File: src/rtl/accel_job_driver.sv
// Initiator side of an accelerator start/done handshake: gathers NOPS operands,
// issues one job at a time and queues each retired result in a small FIFO.
module accel_job_driver #(
    parameter int DW      = 16,
    parameter int NOPS    = 4,
    parameter int DEPTH   = 4,
    parameter int TIMEOUT = 64
) (
    input  logic               clk,
    input  logic               rst,
    input  logic               in_valid,
    output logic               in_ready,
    input  logic [DW-1:0]      in_data,
    input  logic               acc_op_ready,
    output logic               acc_start,
    output logic [NOPS*DW-1:0] acc_operands,
    input  logic               acc_result_en,
    input  logic [DW-1:0]      acc_result,
    input  logic               acc_done,
    output logic               out_valid,
    input  logic               out_ready,
    output logic [DW-1:0]      out_data,
    output logic               busy,
    output logic               err_timeout,
    output logic               err_noresult,
    output logic [7:0]         jobs_done
);
    localparam int CW = (NOPS > 1) ? $clog2(NOPS) : 1;
    localparam int AW = $clog2(DEPTH);
    localparam int TW = $clog2(TIMEOUT + 1);
    localparam logic [CW-1:0] LAST_OP  = CW'(NOPS - 1);
    localparam logic [TW-1:0] TMO_LAST = TW'(TIMEOUT - 1);
    localparam logic [AW:0]   FIFO_CAP = (AW + 1)'(DEPTH);

    typedef enum logic [1:0] {LOAD, ISSUE, RUN, RETIRE} state_t;

    state_t        state;
    logic [CW-1:0] cnt;
    logic [DW-1:0] ops [NOPS];
    logic [DW-1:0] hold;
    logic          seen;
    logic [TW-1:0] tmo;

    logic [DW-1:0] fifo_mem [DEPTH];
    logic [AW-1:0] wr_ptr;
    logic [AW-1:0] rd_ptr;
    logic [AW:0]   fifo_cnt;

    logic          in_fire;
    logic          push;
    logic          pop;
    logic [DW-1:0] push_data;
    logic [AW-1:0] wr_next;
    logic [AW-1:0] rd_next;
    logic [AW:0]   fifo_cnt_next;
    logic [DW-1:0] head_next;

    // Start is a decode of the ISSUE state so it can never fire while op_ready is low.
    assign in_ready  = rst && (state == LOAD);
    assign in_fire   = in_valid && in_ready;
    assign acc_start = rst && (state == ISSUE) && acc_op_ready && (fifo_cnt < FIFO_CAP);
    assign busy      = (state != LOAD) || (cnt != '0);

    for (genvar g = 0; g < NOPS; g++) begin : g_pack
        assign acc_operands[g*DW +: DW] = ops[g];
    end

    always_ff @(posedge clk) begin
        if (!rst) begin
            state        <= LOAD;
            cnt          <= '0;
            hold         <= '0;
            seen         <= 1'b0;
            tmo          <= '0;
            err_timeout  <= 1'b0;
            err_noresult <= 1'b0;
            jobs_done    <= '0;
            for (int i = 0; i < NOPS; i++) begin
                ops[i] <= '0;
            end
        end else begin
            case (state)
                LOAD: begin
                    if (in_fire) begin
                        ops[cnt] <= in_data;
                        if (cnt == LAST_OP) begin
                            cnt   <= '0;
                            state <= ISSUE;
                        end else begin
                            cnt <= cnt + 1'b1;
                        end
                    end
                end
                ISSUE: begin
                    if (acc_start) begin
                        hold  <= '0;
                        seen  <= 1'b0;
                        tmo   <= '0;
                        state <= RUN;
                    end
                end
                RUN: begin
                    if (acc_result_en) begin
                        hold <= acc_result;
                        seen <= 1'b1;
                    end
                    // A job that overstays its budget is dropped without a FIFO entry.
                    if (acc_done) begin
                        state <= RETIRE;
                    end else if (tmo == TMO_LAST) begin
                        err_timeout <= 1'b1;
                        state       <= LOAD;
                    end else begin
                        tmo <= tmo + 1'b1;
                    end
                end
                RETIRE: begin
                    jobs_done <= jobs_done + 8'd1;
                    if (!seen) begin
                        err_noresult <= 1'b1;
                    end
                    state <= LOAD;
                end
                default: state <= LOAD;
            endcase
        end
    end

    // ISSUE only proceeds with a free slot, so a push never meets a full FIFO.
    always_comb begin
        push          = (state == RETIRE);
        push_data     = seen ? hold : '0;
        pop           = out_ready && (fifo_cnt != '0);
        wr_next       = wr_ptr + AW'(push);
        rd_next       = rd_ptr + AW'(pop);
        fifo_cnt_next = fifo_cnt + (AW + 1)'(push) - (AW + 1)'(pop);
        head_next     = (push && (wr_ptr == rd_next)) ? push_data : fifo_mem[rd_next];
    end

    always_ff @(posedge clk) begin
        if (rst && push) begin
            fifo_mem[wr_ptr] <= push_data;
        end
    end

    // The head is registered from the post-update pointers so out_data tracks pushes into an empty FIFO.
    always_ff @(posedge clk) begin
        if (!rst) begin
            wr_ptr    <= '0;
            rd_ptr    <= '0;
            fifo_cnt  <= '0;
            out_valid <= 1'b0;
            out_data  <= '0;
        end else begin
            wr_ptr    <= wr_next;
            rd_ptr    <= rd_next;
            fifo_cnt  <= fifo_cnt_next;
            out_valid <= (fifo_cnt_next != '0);
            out_data  <= (fifo_cnt_next != '0) ? head_next : '0;
        end
    end

endmodule

File: config.mk
export PLATFORM = sky130hd
export DESIGN_NAME = accel_job_driver
export DESIGN_NICKNAME = d
export VERILOG_FILES = /design/src/rtl/accel_job_driver.sv
export SDC_FILE = /design/constraint.sdc
export NUM_CORES = 1
export LEC_CHECK = 0
export BUFFER_PORTS_ARGS = -buffer_cell sky130_fd_sc_hd__buf_2
export CAP_MARGIN = 20
export CORE_ASPECT_RATIO = 0.5
export CORE_MARGIN = 4
export CORE_UTILIZATION = 50
export DETAILED_ROUTE_END_ITERATION = 10
export PLACE_DENSITY = 0.87
export SYNTH_ARGS = -nofsm -noshare
export SYNTH_HDL_FRONTEND = slang
export SYNTH_SLANG_ARGS = --single-unit
File: constraint.sdc
create_clock -name clk -period 2.7 [get_ports clk]
set_input_delay 0.27 -clock clk [delete_from_list [all_inputs] [get_ports clk]]
set_output_delay 0.27 -clock clk [all_outputs]
set_load 0.05 [all_outputs]
== Word level (Yosys, flattened, before mapping) ==
Memory sizes are Yosys's and may differ from the RTL's. A register that Yosys moved wholly into a read port is not among the register bits.
Index checks and enable logic that the tools add are counted.
Operators by class
  add/subtract/negate cells: 7
  multipliers: 0
  divide/modulo/power cells: 0
  $lt $le $gt $ge: 1
  equality and inequality tests: 12
  shift operators: 0
  muxes and demuxes: 28
  bitwise logic cells: 2
  reduce and logical (&&, ||, !) cells: 23
Operators with widths (number)
  $mux W16: 4
  $pmux W16 S2: 1
  $mux W7: 3
  $reduce_or A16 Y1: 1
  $mux W2: 7
  $pmux W7 S2: 1
  $mux W1: 10
  $ne A2 B2 Y1 const B: 5
  $add A8 B1 Y8 const B: 1
  $pmux W2 S4: 1
  $reduce_and A4 Y1: 2
  $add A7 B1 Y7 const B: 1
  $eq A7 B6 Y1 const B: 1
  $logic_and A1 B1 Y1: 7
  $eq A2 B2 Y1 const B: 3
  $reduce_and A2 Y1: 3
  $reduce_and A3 Y1: 2
  $reduce_bool A2 Y1: 3
  $reduce_bool A3 Y1: 2
  $add A2 B1 Y2: 2
  $add A3 B1 Y3: 1
  $lt A3 B3 Y1 const B: 1
  $ne A3 B3 Y1 const B: 1
  $sub A3 B1 Y3: 1
  8 further kinds: 9
Storage, ports and cells
  flip-flop bits (word level): 46
  bits in latches: 0
  RAM bits: 128
  memory bits (read-only): 0
  input bits: 39
  output and inout bits: 94
  memories: 2
Memories
  fifo_mem: words 4, bits a word 16, read ports 1, clocked after memory_dff 1, wr ports 1, line 44  | logic [DW-1:0] fifo_mem [DEPTH];
  ops: words 4, bits a word 16, read ports 4, clocked after memory_dff 0, wr ports 4, line 39  | logic [DW-1:0] ops [NOPS];

== Longest topological paths before layout ==
Gate-level depths: netlist (run 1).
  word-level depth: 9
  gate-level depth with buffers: 13
  mapped depth without buffers: 10

== Worst setup path before layout (run 1) ==
No wires, ideal clock.
  path type: register to register
  from: reg state[0]
  to: reg out_data[10], read port of fifo_mem
  data arrival time: 2719 ps
  data required time: 2583 ps
  path slack: -136 ps
  stages on the path, launching flop included: 14
  buffers on the path: 3
  period minus slack after synthesis: 2836 ps
  path through: dfxtp_1 -> buf_6 -> and2_1 -> buf_2 -> inv_1 -> ha_1 -> inv_1 -> ha_1 -> fa_1 -> xnor2_1 -> xnor2_1 -> o31ai_2 -> buf_2 -> nor2_1
Between the ends
  longest elaborated chain between the ends: 6
Ends and longest elaborated chain
  from (decl): line 37  | state_t state;
  from (signal assigned): line 70  | state <= LOAD;
  from (signal assigned): line 88  | state <= ISSUE;
  from (signal assigned): line 99  | state <= RUN;
  $eq A2 B2 Y1: line 131  | push = (state == RETIRE);
  $add A3 B1 Y3: line 136  | fifo_cnt_next = fifo_cnt + (AW + 1)'(push) - (AW + 1)'(pop);
  $sub A3 B1 Y3: line 136
  $reduce_bool A3 Y1: line 159  | out_data <= (fifo_cnt_next != '0) ? head_next : '0;
  $reduce_and A2 Y1 (no source line)
  $logic_not A1 Y1 (no source line)
  to (decl): line 22  | output logic [DW-1:0] out_data,
No other way between the ends.
A chain may end at the register's enable or synchronous reset.

== Final worst setup path (run 1) ==
  from: reg fifo_cnt[2]
  to: reg out_data[5], read port of fifo_mem
Between the ends
  longest elaborated chain between the ends: 6
Ends and longest elaborated chain
  from (decl): line 47  | logic [AW:0] fifo_cnt;
  from (signal assigned): line 157  | fifo_cnt <= fifo_cnt_next;
  branches (longest 6 deep; another with $add A3 B1 Y3)
Parallel ways; which one is timed is not known.

==> summary.md, run 1 <==
| Metric | Value |
|---|---|
| Leak | `around 3.8 nW` |
| Vias in the first global route | `5129` |
| Routed wire per std cell | `approximately 18 um` |
| Outcome | `completed` |
| Clk Latency, worst-skew pair | `roughly 440 ps` |
| Hpwl dp | `about 11000 um` |
| Iter 0 DRT Violations | `345` |
| H-tree depth | `4` |
| Slowest-stage cell, CP | `fa_1` |
| Vias | `4736` |
| Starting Density | `0.514` |
| R2r worst-path depth | `10` |
| Detail Route Antenna Nets | `0` |
| Total number of yosys warnings | `0` |
| Final net count | `728` |
| WP data arrival | `2820 ps` |
| Hold Path Class | `primary input to flop` |
| Yosys cell types | `48` |
| TritonCTS buffer count | `17` |
| Site Rows | `31` |
| DRC | `0` |
| Pre-Repair DR Iteration Count | `4` |
| Final TNS setup | `0 ps` |
| Worst r2r dst | `out_data[5]` |
| Port buffer count | `132` |
| Gates resized, CTS repair | `0` |
| CTS tree | `built` |
| Die X | `181 um` |
| P&R area growth vs syn | `21.6%` |
| Buffer depth of the longest clock path | `2` |
| Core ar. | `14500 um^2` |
| CP required | `3030 ps` |
| Hold path depth | `3` |
| Crit Path Class | `flop to flop` |
| Initial antenna violation count | `0` |
| Worst r2r src | `fifo_cnt[2]` |
| CTS clk-pin slew, worst paths | `80 ps` |
| Routability congestion estimate | `approximately 0.79` |
| DIE AREA | `roughly 17000 um^2` |
| Post-Syn Area | `7450 um^2` |
| Max Slew Vio Count | `0` |
| Final count of hold timing violations | `0` |
| Synth area leader | `edfxtp_1` |
| Top post-synthesis cells by area | `edfxtp_1, dfxtp_1, and2_1, mux4_2, mux2i_1` |
| I/O pin cnt | `133` |
| CP max stage delay | `roughly 380 ps` |
| Placed Area | `around 8500 um^2` |
| Hold_sp | `acc_result[5]` |
| Fin util | `0.625` |
| Fmax | `just over 400 MHz` |
| Filler cells | `1103` |
| Finished Cell Area | `around 9100 um^2` |
| Sequential area share after synthesis | `0.682` |
| Power density cells | `772 nW/um^2` |
| Post-CTS setup buffers | `0` |
| CP Launch Point | `fifo_cnt[2]` |
| Hold_ws | `63.4 ps` |
| Non-Filler Instances | `slightly below 900` |
| Final Critical Period | `2480 ps` |
| Top cell type's share of synthesized area | `0.516` |
| Syn_area_per_cell | `14.0 um^2` |
| Clock sink total | `190` |
| ANT cells | `0` |
| Placed insts | `859` |
| Largest net degree at the start of global routing | `38` |
| Vias per cell | `5.32` |
| Tightest Pin Transition | `between 700 and 800 ps` |
| Crit path max fanout | `17` |
| Hold Path Sink | `hold[5]` |
| Worst Setup End Kind | `flop` |
| Share of layout cells above drive strength 1 | `0.306` |
| Critical Path Source Type | `flop` |
| Gate Count Post-Synth | `531` |
| Synth Register Bits | `190` |
| Die H | `~94 um` |
| Total global-route track usage | `0.204` |
| Final Cycle Share | `0.919` |
| Max-Slew Margin vs Limit | `0.521` |
| # setup viols final | `0` |
| Max-Cap Viols | `0` |
| Synth Net Count | `a little under 600` |
| Maximum vdd drop | `0.464 mV` |
| Clock skew | `11.1 ps` |
| First-pass GRT wire length | `26600 um` |
| Unrepaired setup endpoints after global routing | `false` |
| Clock root cell | `clkbuf_16` |
| R2R Setup Slk | `220 ps` |
| Post-Route WL | `16400 um` |
| Cts hold-fix bufs | `0` |
| GRT overflow | `0` |
| Critical-path cell list | `o31a_1 -> ha_1 -> inv_1 -> ha_1 -> fa_1 -> xnor2_1 -> xnor2_1 -> o31ai_4 -> buf_12 -> nor2_1` |
==> area by class of cell <==
cell class	count	area, um^2	area share
clock buffers	17	425	0.0469
clock inverters	15	181	0.0200
inverters	12	45.0	0.00497
multi-input cells	305	2230	0.246
flip-flops and latches	190	5080	0.561
well taps	198	248	0.0273
repair buffers	154	851	0.0939
==> routing by layer <==
metal | vias to the layer above | part of all wire | GRT usage | wire length, um
met2 | 149 | 0.52 | 0.367 | 8570
li1 | 2205 | - | - | -
met4 | 0 | 0.014 | 0.0736 | 237
met1 | 2361 | 0.39 | 0.232 | 6370
met3 | 21 | 0.077 | 0.0684 | 1270
met5 | - | 0 | 0 | 0
==> critical path: cells and delay by family (launching register included) <==
| family | cells | cell delay [ps] |
|---|---|---|
| AO/OA/AOI/OAI | 2 | 580 |
| XOR/XNOR | 2 | 310 |
| adder cells (fa/ha/maj) | 3 | 840 |
| buffers and inverters | 2 | 240 |
| flip-flops | 1 | 340 |
| AND/OR/NAND/NOR | 1 | 60 |
==> power breakdown <==
group | leakage, nW | switching [mW] | internal (mW)
clock network | 0.297 | 1.27 | 1.27
registers | 1.83 | 0.0452 | 3.20
logic | 1.67 | 0.786 | 0.431
total | 3.80 | 2.10 | 4.90
==> synthesized netlist by cell type, drive strengths merged <==
| cell | n |
|---|---|
| a211oi | 1 |
| a21oi | 29 |
| a31oi | 1 |
| and2 | 88 |
| and3 | 5 |
| and4bb | 1 |
| buf | 14 |
| clkbuf | 10 |
| dfxtp | 62 |
| edfxtp | 128 |
| fa | 1 |
| ha | 8 |
| inv | 12 |
| mux2i | 16 |
| mux4 | 16 |
| nand2 | 29 |
| nand2b | 2 |
| nand3 | 26 |
| nand4 | 5 |
| nand4b | 1 |
| nor2 | 35 |
| nor2b | 1 |
| nor3 | 5 |
| nor3b | 4 |
| nor4 | 1 |
| o21a | 1 |
| o21ai | 7 |
| o31a | 2 |
| o31ai | 3 |
| o41ai | 1 |
| or2 | 1 |
| or3b | 1 |
| or4 | 1 |
| xnor2 | 5 |
| xnor3 | 1 |
| xor2 | 7 |
==> through the flow <==
| stage | power (mW) | worst slack, ps |
|---|---|---|
| after floorplan | 4.22 | 14.5 |
| after global placement | 4.50 | 295 |
| after detailed placement | 4.54 | 227 |
| after CTS | 7.07 | 200 |
| after global routing | 7.26 | 137 |
| final | 7.00 | 219 |
==> worst max-delay path by stage <==
stage | slack (ps) | to
final | 220 | out_data[5]
after floorplan | 10 | out_data[10]
after CTS | 200 | out_data[14]
after global routing | 140 | out_data[15]
after global placement | 300 | out_data[2]
after detailed placement | 230 | out_data[5]
==> layout by cell type (no fill, tap or decap), types with 3 or more instances in the layout <==
cell and instances:
buf_4 20, buf_2 132, o21ai_0 5, and3_1 5, clkinv_8 4, mux4_1 6, dfxtp_1 62, nor3b_2 3
xor2_1 7, xnor2_1 5, and2_1 88, clkbuf_16 17, mux4_2 10, nand4_1 5, ha_1 8, edfxtp_1 128
inv_8 5, nand3_1 25, nor2_1 35, a21oi_1 29, mux2i_1 16, inv_6 4, inv_1 11, nand2_1 29
==> registers in the layout, indices dropped and copies added (netlist names) <==
signal        count
fifo_mem         64
ops              64
hold             16
out_data         16
jobs_done         8
tmo               7
fifo_cnt          3
cnt               2
rd_ptr            2
state             2
wr_ptr            2
err_noresult      1
err_timeout       1
out_valid         1
seen              1
==> logic make-up after synthesis <==
family,share of synthesized area
AO/OA/AOI/OAI,0.0349
XOR/XNOR,0.0171
adder cells (fa/ha/maj),0.0161
buffers and inverters,0.0228
flip-flops,0.682
multiplexers,0.0729
AND/OR/NAND/NOR,0.154
Power figures use the tool's default switching activity.
==> inputs of run 2 (changes only) <==
Settings changed: CELL_PAD_IN_SITES_DETAIL_PLACEMENT set to 1, CELL_PAD_IN_SITES_GLOBAL_PLACEMENT set to 2, CORE_UTILIZATION 50 to 34, PLACE_DENSITY 0.87 to 0.86.
==> run 2 against run 1 <==
Against the previous run:
- first-iteration DRC count shrank 33%
- largest cell class unchanged
- via count down 0.13%
- cell area increased by 0.84%
- critical path depth stayed put
- worst setup slack got worse by 28 ps
- register-to-register slack worse by 30 ps
- power decreased by 0.55%
- critical endpoint is now out_data[2]
- global-route usage decreased by 4.8 points
- sequential power about the same
- worst hold slack improved by 1.2 ps
- combinational power increased by 3%
- flip-flop and latch count stayed put
==> summary.md, run 2 (same netlist as run 1, synthesis figures left out) <==
| Metric | Value |
|---|---|
| Outcome | `completed` |
| Regs by FF count | `fifo_mem x64, ops x64` |
| Vias in the first global route | `5132 (+0.058%)` |
| Post-CTS setup buffers | `0 (unchanged)` |
| Site Rows | `37 (+19%)` |
| Worst Setup End Kind | `flop` |
| Pint | `4.94 mW (+0.83%)` |
| First-pass GRT wire length | `29100 um (+9.3%)` |
| TritonCTS buffer count | `17 (unchanged)` |
| Sw Ratio | `0.290 (-0.00967)` |
| ANT cells | `0 (unchanged)` |
| Non-Filler Instances | `986 (+11%)` |
| Hold_ws | `64.6 ps (+1.20 ps)` |
| Routed wire per std cell | `18.9 um (+2.3%)` |
| Hold Path Class | `primary input to flop` |
| Die X | `217 um (+20%)` |
| Leak | `3.79 nW (-0.30%)` |
| CTS clk-pin slew, worst paths | `80 ps (about the same)` |
| Clock skew | `12.1 ps (+1.02 ps)` |
| Crit path buf inv count | `2 (unchanged)` |
| CTS tree | `built` |
| Clk Latency, worst-skew pair | `440 ps (about the same)` |
| Routability congestion estimate | `0.718 (-9.0%)` |
| Part of the power in the clock network | `0.352 (-0.010)` |
| P&R area growth vs syn | `22.7%` |
| I/O pin cnt | `133 (unchanged)` |
| Clock root cell | `clkbuf_16` |
| DRC | `0 (unchanged)` |
| Critical-path cell list | `o31a_1 -> ha_1 -> inv_1 -> ha_1 -> fa_1 -> xnor2_1 -> xnor2_1 -> o31ai_4 -> buf_12 -> nor2_1` |
| Iter 0 DRT Violations | `232 (-33%)` |
| Detail Route Antenna Nets | `0 (unchanged)` |
| Fmax | `399 MHz (-1.1%)` |
| Slowest-stage cell, CP | `fa_1` |
| Core ar. | `21000 um^2 (+45%)` |
| Max Slew Vio Count | `0 (unchanged)` |
| Final net count | `729 (+0.14%)` |
| Gates resized, CTS repair | `0 (unchanged)` |
| Max-Cap Viols | `0 (unchanged)` |
| Buffer depth of the longest clock path | `2 (unchanged)` |
| Clock sink total | `190 (unchanged)` |
| Crit Path Class | `flop to flop` |
| Power density cells | `761 nW/um^2 (-1.4%)` |
| Post-Route WL | `18600 um (+13%)` |
| Commonest cells after routing, fill and taps aside | `buf_2, edfxtp_1, and2_1` |
| H-tree depth | `4 (unchanged)` |
| Pre-Repair DR Iteration Count | `4 (unchanged)` |
| Share of layout cells above drive strength 1 | `0.304 (-0.00188)` |
| Port buffer count | `132 (unchanged)` |
| Cts hold-fix bufs | `0 (unchanged)` |
| Final Cycle Share | `0.929 (+0.0103)` |
| # setup viols final | `0 (unchanged)` |
| Hpwl dp | `12400 um (+13%)` |
| Final Critical Period | `2510 ps (+27.7 ps)` |
| Final count of hold timing violations | `0 (unchanged)` |
| Vias | `4730 (-0.13%)` |
| Placed insts | `954 (+11%)` |
| Maximum vdd drop | `0.400 mV (-14%)` |
| Largest net degree at the start of global routing | `38 (unchanged)` |
| Die H | `113 um (+19%)` |
| CP required | `3040 ps (about the same)` |
| WP data arrival | `2850 ps (+30 ps)` |
| Tightest Pin Transition | `719 ps (+0.0533 ps)` |
| Total global-route track usage | `0.157 (-0.0478)` |
| Vias per cell | `4.80 (-9.7%)` |
| R2R Setup Slk | `190 ps (-30 ps)` |
| Fin util | `0.435 (-0.190)` |
| Initial antenna violation count | `1 (+1)` |
| Final TNS setup | `0 ps (unchanged)` |
| Max-Slew Margin vs Limit | `0.521 (about the same)` |
| Sequential power share | `0.467 (+0.003)` |
| Combinational share of power | `0.181 (+0.007)` |
| Most common cell after layout, fill and taps aside | `buf_2` |
| DIE AREA | `24500 um^2 (+44%)` |
| CP max stage delay | `390 ps (about the same)` |
| Crit-path leading delay family | `adder cells` |
| Crit path max fanout | `17 (unchanged)` |
| GRT overflow | `0 (unchanged)` |
| P_sw | `2.02 mW (-3.8%)` |
| Unrepaired setup endpoints after global routing | `false` |
| Critical Path Source Type | `flop` |
| Starting Density | `0.355 (-0.159)` |
## run 2: cell count changes in the layout (fill, tap and decap cells not counted), sizes merged
cell / delta
clkbuf: +4
clkinv: -1
buf: +1
inv: -3
## run 2: layer usage
layer | routed length, um | global-route usage | vias to the layer above
met5 | 20 | 0 | -
met4 | 348 | 0.0559 | 2
met3 | 1200 | 0.0546 | 26
met2 | 9570 | 0.273 | 102
met1 | 7470 | 0.181 | 2389
li1 | - | - | 2211
## run 2: worst register-to-register path: stages (launching register included)
cell,delay [ps]
dfxtp_1,330
o31a_1,320
ha_1,280
inv_1,40
ha_1,190
fa_1,390
xnor2_1,150
xnor2_1,180
o31ai_4,270
buf_12,190
nor2_1,80
## run 2: power groups by stage
stage | sequential, mW | combinational, mW | clock (mW)
after global routing | 3.26 | 1.35 | 2.67
after detailed placement | 3.31 | 1.28 | 0
after floorplan | 3.61 | 0.610 | 0
after CTS | 3.25 | 1.29 | 2.53
final | 3.25 | 1.26 | 2.45
after global placement | 3.31 | 1.23 | 0
## run 2: cell type report
type                       instances  area (um^2)
fill                            2220        11900
inverter                          12         45.0
tap                              292          365
timing repair buffer             155          846
clock buffer                      21          472
sequential                       190         5080
multi-input combinational        305         2230
clock inverter                    11         98.8
## run 2: worst paths after layout
| check | start | to | cells past startpoint |
|---|---|---|---|
| max | fifo_cnt[2] | out_data[2] | 10 |
| max reg2reg | fifo_cnt[2] | out_data[2] | 10 |
| min reg2reg | hold[9] | hold[9] | 2 |
| min | acc_result[2] | hold[2] | 3 |
## run 2: through the flow
step,instance area [um^2],worst slack (ps),power [mW]
after floorplan,7470,14.5,4.22
after global placement,8570,276,4.54
after detailed placement,8570,172,4.59
after CTS,9140,162,7.07
after global routing,9140,26.9,7.28
final,9140,192,6.96
